===== config.mk =====
export PLATFORM = sky130hd
export DESIGN_NAME = serial_subtractor_flat
export DESIGN_NICKNAME = d
export VERILOG_FILES = /design/src/rtl/serial_subtractor_if.sv /design/src/rtl/serial_subtractor.sv /design/src/flat_wrapper.sv
export SDC_FILE = /design/constraint.sdc
export NUM_CORES = 1
export LEC_CHECK = 0
export ABC_AREA = 1
export CAP_MARGIN = 20
export CORE_MARGIN = 5
export CORE_UTILIZATION = 52
export CTS_BUF_LIST = sky130_fd_sc_hd__clkbuf_8
export DETAILED_ROUTE_END_ITERATION = 16
export GPL_ROUTABILITY_DRIVEN = 0
export PLACE_DENSITY = 0.76
export SETUP_SLACK_MARGIN = 0.3
export SLEW_MARGIN = 40
export SYNTH_ARGS = -nofsm -noshare
export SYNTH_HDL_FRONTEND = slang
export SYNTH_SLANG_ARGS = --single-unit

===== constraint.sdc =====
create_clock -name clk -period 1.5 [get_ports clk]
set_input_delay 0.3 -clock clk [delete_from_list [all_inputs] [get_ports clk]]
set_output_delay 0.3 -clock clk [all_outputs]
set_load 0.02 [all_outputs]

===== src/rtl/serial_subtractor_if.sv =====
// Operand/result handshake bundle for the bit-serial subtractor.
// master drives operands and result acceptance; slave is the subtractor itself.
interface serial_subtractor_if #(
    parameter int DATA_WIDTH = 4
);
    logic                  in_valid;
    logic                  in_ready;
    logic [DATA_WIDTH-1:0] a;
    logic [DATA_WIDTH-1:0] b;
    logic                  bin;
    logic                  out_valid;
    logic                  out_ready;
    logic [DATA_WIDTH-1:0] diff;
    logic                  bout;

    modport master (
        output in_valid, a, b, bin, out_ready,
        input  in_ready, out_valid, diff, bout
    );

    modport slave (
        input  in_valid, a, b, bin, out_ready,
        output in_ready, out_valid, diff, bout
    );
endinterface


===== src/rtl/serial_subtractor.sv =====
// Bit-serial subtractor: diff = a - b - bin, LSB first, one bit per clock,
// with valid/ready handshakes on both the operand and result sides.
module serial_subtractor #(
    parameter int DATA_WIDTH = 4
) (
    input logic                clk,
    input logic                rst,
    serial_subtractor_if.slave bus
);
    localparam int CW = (DATA_WIDTH > 1) ? $clog2(DATA_WIDTH) : 1;

    typedef enum logic [1:0] {
        IDLE = 2'd0,
        RUN  = 2'd1,
        DONE = 2'd2
    } state_t;

    state_t                state_reg, state_next;
    logic [CW-1:0]         cnt_reg, cnt_next;
    logic [DATA_WIDTH-1:0] a_sr_reg, a_sr_next;
    logic [DATA_WIDTH-1:0] b_sr_reg, b_sr_next;
    logic [DATA_WIDTH-1:0] res_sr_reg, res_sr_next;
    logic                  borrow_reg, borrow_next;
    logic [DATA_WIDTH-1:0] diff_reg, diff_next;
    logic                  bout_reg, bout_next;

    logic                  x_bit;
    logic                  y_bit;
    logic                  d_bit;
    logic                  borrow_new;
    logic                  last_bit;
    logic [DATA_WIDTH-1:0] res_shifted;

    // One full-subtractor cell operating on the current LSBs.
    assign x_bit      = a_sr_reg[0];
    assign y_bit      = b_sr_reg[0];
    assign d_bit      = x_bit ^ y_bit ^ borrow_reg;
    assign borrow_new = (~x_bit & y_bit) | (~(x_bit ^ y_bit) & borrow_reg);
    assign last_bit   = (cnt_reg == CW'(DATA_WIDTH - 1));

    // Result register shifts right with the new bit entering at the MSB, so
    // after DATA_WIDTH steps bit 0 holds the first (LSB) difference bit.
    genvar gi;
    generate
        for (gi = 0; gi < DATA_WIDTH - 1; gi++) begin : g_res_shift
            assign res_shifted[gi] = res_sr_reg[gi+1];
        end
    endgenerate
    assign res_shifted[DATA_WIDTH-1] = d_bit;

    always_comb begin
        state_next  = state_reg;
        cnt_next    = cnt_reg;
        a_sr_next   = a_sr_reg;
        b_sr_next   = b_sr_reg;
        res_sr_next = res_sr_reg;
        borrow_next = borrow_reg;
        diff_next   = diff_reg;
        bout_next   = bout_reg;

        case (state_reg)
            IDLE: begin
                if (bus.in_valid) begin
                    a_sr_next   = bus.a;
                    b_sr_next   = bus.b;
                    borrow_next = bus.bin;
                    res_sr_next = '0;
                    cnt_next    = '0;
                    state_next  = RUN;
                end
            end
            RUN: begin
                a_sr_next   = a_sr_reg >> 1;
                b_sr_next   = b_sr_reg >> 1;
                borrow_next = borrow_new;
                res_sr_next = res_shifted;
                cnt_next    = cnt_reg + CW'(1);
                if (last_bit) begin
                    // Only the completed word is published; partial bits stay internal.
                    diff_next  = res_shifted;
                    bout_next  = borrow_new;
                    cnt_next   = '0;
                    state_next = DONE;
                end
            end
            DONE: begin
                if (bus.out_ready) begin
                    state_next = IDLE;
                end
            end
            default: begin
                state_next = IDLE;
            end
        endcase
    end

    always_ff @(posedge clk) begin
        if (rst) begin
            state_reg  <= IDLE;
            cnt_reg    <= '0;
            a_sr_reg   <= '0;
            b_sr_reg   <= '0;
            res_sr_reg <= '0;
            borrow_reg <= 1'b0;
            diff_reg   <= '0;
            bout_reg   <= 1'b0;
        end else begin
            state_reg  <= state_next;
            cnt_reg    <= cnt_next;
            a_sr_reg   <= a_sr_next;
            b_sr_reg   <= b_sr_next;
            res_sr_reg <= res_sr_next;
            borrow_reg <= borrow_next;
            diff_reg   <= diff_next;
            bout_reg   <= bout_next;
        end
    end

    assign bus.in_ready  = (state_reg == IDLE) && !rst;
    assign bus.out_valid = (state_reg == DONE);
    assign bus.diff      = diff_reg;
    assign bus.bout      = bout_reg;
endmodule


===== src/flat_wrapper.sv =====
// flat-port wrapper written by rule: the top's interface ports become plain ports
module serial_subtractor_flat 
#(
    parameter int DATA_WIDTH = 4
)
  (clk, rst, bus_in_valid, bus_a, bus_b, bus_bin, bus_out_ready, bus_in_ready, bus_out_valid, bus_diff, bus_bout);
  serial_subtractor_if #(.DATA_WIDTH(DATA_WIDTH)) bus_i ();
  input logic clk;
  input logic rst;
  input wire logic [$bits(bus_i.in_valid)-1:0] bus_in_valid;
  input wire logic [$bits(bus_i.a)-1:0] bus_a;
  input wire logic [$bits(bus_i.b)-1:0] bus_b;
  input wire logic [$bits(bus_i.bin)-1:0] bus_bin;
  input wire logic [$bits(bus_i.out_ready)-1:0] bus_out_ready;
  output wire logic [$bits(bus_i.in_ready)-1:0] bus_in_ready;
  output wire logic [$bits(bus_i.out_valid)-1:0] bus_out_valid;
  output wire logic [$bits(bus_i.diff)-1:0] bus_diff;
  output wire logic [$bits(bus_i.bout)-1:0] bus_bout;
  assign bus_i.in_valid = bus_in_valid;
  assign bus_i.a = bus_a;
  assign bus_i.b = bus_b;
  assign bus_i.bin = bus_bin;
  assign bus_i.out_ready = bus_out_ready;
  assign bus_in_ready = bus_i.in_ready;
  assign bus_out_valid = bus_i.out_valid;
  assign bus_diff = bus_i.diff;
  assign bus_bout = bus_i.bout;
  serial_subtractor #(.DATA_WIDTH(DATA_WIDTH)) u_core (.clk(clk), .rst(rst), .bus(bus_i));
endmodule

==> summary.md <==
| Metric | Value |
|---|---|
| Dpl cell area | `around 1300 um2` |
| CTS Buf Count | `3` |
| CTS tree | `done` |
| Crit path buf inv count | `1` |
| Cell area after synthesis | `1008 um2` |
| Max frequency | `approximately 0.83 GHz` |
| Die width | `between 50 and 60 um` |
| PortBufs | `19` |
| Ranking of synthesized cells by area | `dfxtp_1 42%, nand2_1 21%, inv_1 10%, a21oi_1 7.4%, nor2_1 6.3%` |
| Crit path capture type | `output port` |
| Commonest cells in the netlist | `57 x nand2_1, 28 x inv_1, 21 x dfxtp_1, 17 x nor2_1, 15 x a21oi_1` |
| Die area | `around 2900 um2` |
| Hold EP | `u_core.b_sr_reg[3]$_SDFFE_PP0P_` |
| Syn Nets | `170` |
| Primary FF master, synth | `dfxtp_1` |
| Core area | `1902 um2` |
| Post-Place Cells | `about 210` |
| HPWL Detailed | `~1.7 mm` |
| Row count | `16` |
| Final antenna-violating net count | `0` |
| Root buffer cell | `clkbuf_8` |
| CTS hold repair buffers | `0` |
| DRT Pass-1 Iters | `3` |
| Crit path kind | `reg -> out` |
| Largest net degree at the start of global routing | `17` |
| # Max-Cap Violations | `0` |
| Part of the Yosys area used for sequential elements | `about two fifths` |
| Final setup TNS | `0 ns` |
| Synth top area share | `a little over two fifths` |
| RSZ-0062 raised after global routing | `true` |
| Synth Area per Inst | `6.506 um2` |
| Initial Utilization | `53.03%` |
| Total congestion overflow | `0` |
| Clk pwr share | `a little under a third` |
| Post-synthesis async set-or-reset flop share | `0%` |
| P_leak | `between 0.6 and 0.7 nW` |
| Final min period | `1.212 ns` |
| Cells on worst reg2reg path | `6` |
| Gate count of the mapped netlist | `155` |
| CTS Buffer Depth | `2` |
| Worst rel slew slack | `86.94%` |
| Hold_sp | `u_core.b_sr_reg[3]$_SDFFE_PP0P_` |
| Routed length per placed instance | `10.30 um` |
| Final setup fails | `0` |
| Most frequent cell after synthesis | `nand2_1` |
| Initial antenna violation count | `0` |
| Vias in the first global route | `between 900 and 1000` |
| Combinational Power Share | `20.1%` |
| Crit path DAT | `approximately 0.9 ns` |
| Worst-path clk slew | `0.08 ns` |
| Vias | `976` |
| Area growth syn-to-layout | `41.07%` |
| Worst vdd ir | `around 0.00055 V` |
| Fill count | `about 150` |
| Vias/cell | `4.540` |
| Max H-tree Level | `1` |
| Switching part of the total | `roughly 27%` |
| Status | `finished clean` |
| Setup slack, reg-to-reg | `between 0.2 and 0.3 ns` |
| Seq pwr share | `between 40% and 50%` |
| Yosys Warn Count | `0` |
| Crit-path slowest cell | `dfxtp_4` |
| Final #Nets | `204` |
| Worst Skew | `0.001457 ns` |
| Crit path launch type | `register` |
| Final Non-Filler Cells | `roughly 220` |
| Final hold vios | `0` |
| Crit Path Max Fanout | `3` |
| Psw | `~0.33 mW` |
| CTS sink cnt | `21` |
| Worst r2r dst | `u_core.bus.diff[3]$_SDFFE_PP0P_` |
| Number of remaining DRC errors | `0` |
| Synth Register Bits | `21` |
| Critical path, cell by cell | `nor3_2 > buf_4` |
| Die height | `between 50 and 60 um` |
| Area leader, netlist | `dfxtp_1` |
| Final Max Slew Viols | `0` |
| WL final | `between 2 and 2.5 mm` |
| Global-route usage over all layers | `approximately 17%` |
| Initial drt markers | `12` |
| Yosys cell types | `19` |
| # diodes | `0` |
| Share of layout cells above drive strength 1 | `approximately 23%` |
| Final period utilization | `between 80% and 90%` |
| Design area | `~1400 um2` |
| Io pins | `20` |
| Global-route wire length before repair | `3.726 mm` |
| Worst path top cell family by delay | `flip-flops` |
| Cell Pwr Density | `about 860 nW/um2` |
| Reg2reg start | `u_core.borrow_reg$_SDFFE_PP0P_` |
| CP max stage delay | `~0.36 ns` |
| Internal Pwr Total | `around 0.89 mW` |
| Tightest Pin Transition | `roughly 0.2 ns` |
| Worst EP required | `about 1.2 ns` |
| Hold Crit Depth | `2` |
| EDFF count, synth | `0` |
| HP Class | `reg -> reg` |
| Worst-skew pair later-pin latency | `~0.26 ns` |
==> stage by stage <==
step	total power [mW]	utilization (%)	hold WS (ns)	setup slack, ns
after floorplan	0.7534	-	0.3691	0.3652
after global placement	0.8372	68.82	0.4508	-0.2545
after detailed placement	0.8447	68.82	0.4541	-0.2819
after CTS	1.214	71.84	0.4651	0.2681
after global routing	1.282	74.80	0.4955	0.1641
final	1.227	74.80	0.4635	0.2880
==> area by class of cell <==
| cell class | instances | area, um2 | share of cell area, % |
|---|---|---|---|
| Inverter | 30 | 112.6 | 7.916 |
| Multi-Input combinational cell | 100 | 495.5 | 34.83 |
| Timing Repair Buffer | 33 | 305.3 | 21.46 |
| Clock buffer | 3 | 41.29 | 2.902 |
| Clock inverter | 1 | 5.005 | 0.3518 |
| Tap cell | 27 | 33.78 | 2.375 |
| Sequential cell | 21 | 429.2 | 30.17 |
==> cell families (layout without fill, tap and decap cells) <==
group / Yosys count / after routing / synth area share, %
flip-flops: 21 / 21 / 41.69
AND/OR/NAND/NOR: 82 / 82 / 32.51
adder cells (fa/ha/maj): 2 / 2 / 3.226
buffers and inverters: 34 / 67 / 14.27
AO/OA/AOI/OAI: 16 / 16 / 8.313
==> routing by layer <==
metal,GRT usage (%),wire length [um],vias to the layer above
met5,0,0,-
met4,7.469,17,0
met3,2.770,61,2
met2,33.27,1220,8
met1,18.24,915,448
li1,-,-,518
==> cell usage in the layout (no fill, tap or decap), types with 3 or more instances in the layout <==
cell type        instances
buf_4                   14
dfxtp_1                 18
nor2_4                   3
nand3_1                  3
clkdlybuf4s50_1         11
inv_1                   27
nand2_1                 56
clkdlybuf4s15_2          4
a21oi_2                  3
nor2_1                  16
clkbuf_8                 3
a21oi_1                 12
==> repair_timing <==
item / 4_1_cts / 5_1_grt
setup endpoints to repair: 20 / 15
pin swaps: 4 / 3
setup buffers: 0 / 2
gates resized for setup: 32 / 12
==> worst max path at each step <==
stage / startpoint / to / cells past startpoint
4_1_cts: u_core.state_reg[1]$_SDFFE_PP0P_ / bus_out_valid / 3
5_1_grt: u_core.borrow_reg$_SDFFE_PP0P_ / u_core.bus.diff[3]$_SDFFE_PP0P_ / 6
6_report: u_core.state_reg[1]$_SDFFE_PP0P_ / bus_in_ready / 2
3_3_place_gp: rst / bus_in_ready / 3
2_1_floorplan: u_core.b_sr_reg[0]$_SDFFE_PP0P_ / u_core.bus.diff[3]$_SDFFE_PP0P_ / 6
3_5_place_dp: rst / bus_in_ready / 3
==> power by group through the flow <==
stage                     clock [mW]  sequential, mW  combinational [mW]
after floorplan                    0           0.613               0.140
after global placement             0           0.615               0.222
after detailed placement           0           0.616               0.228
after CTS                      0.380           0.604               0.230
after global routing           0.395           0.608               0.278
final                          0.375           0.606               0.247
==> worst min-delay path: stages, from the launching register on <==
cell	delay (ns)
dfxtp_1	0.31
nand2_1	0.06
a21oi_1	0.05
(Power assumes the default switching activity.)
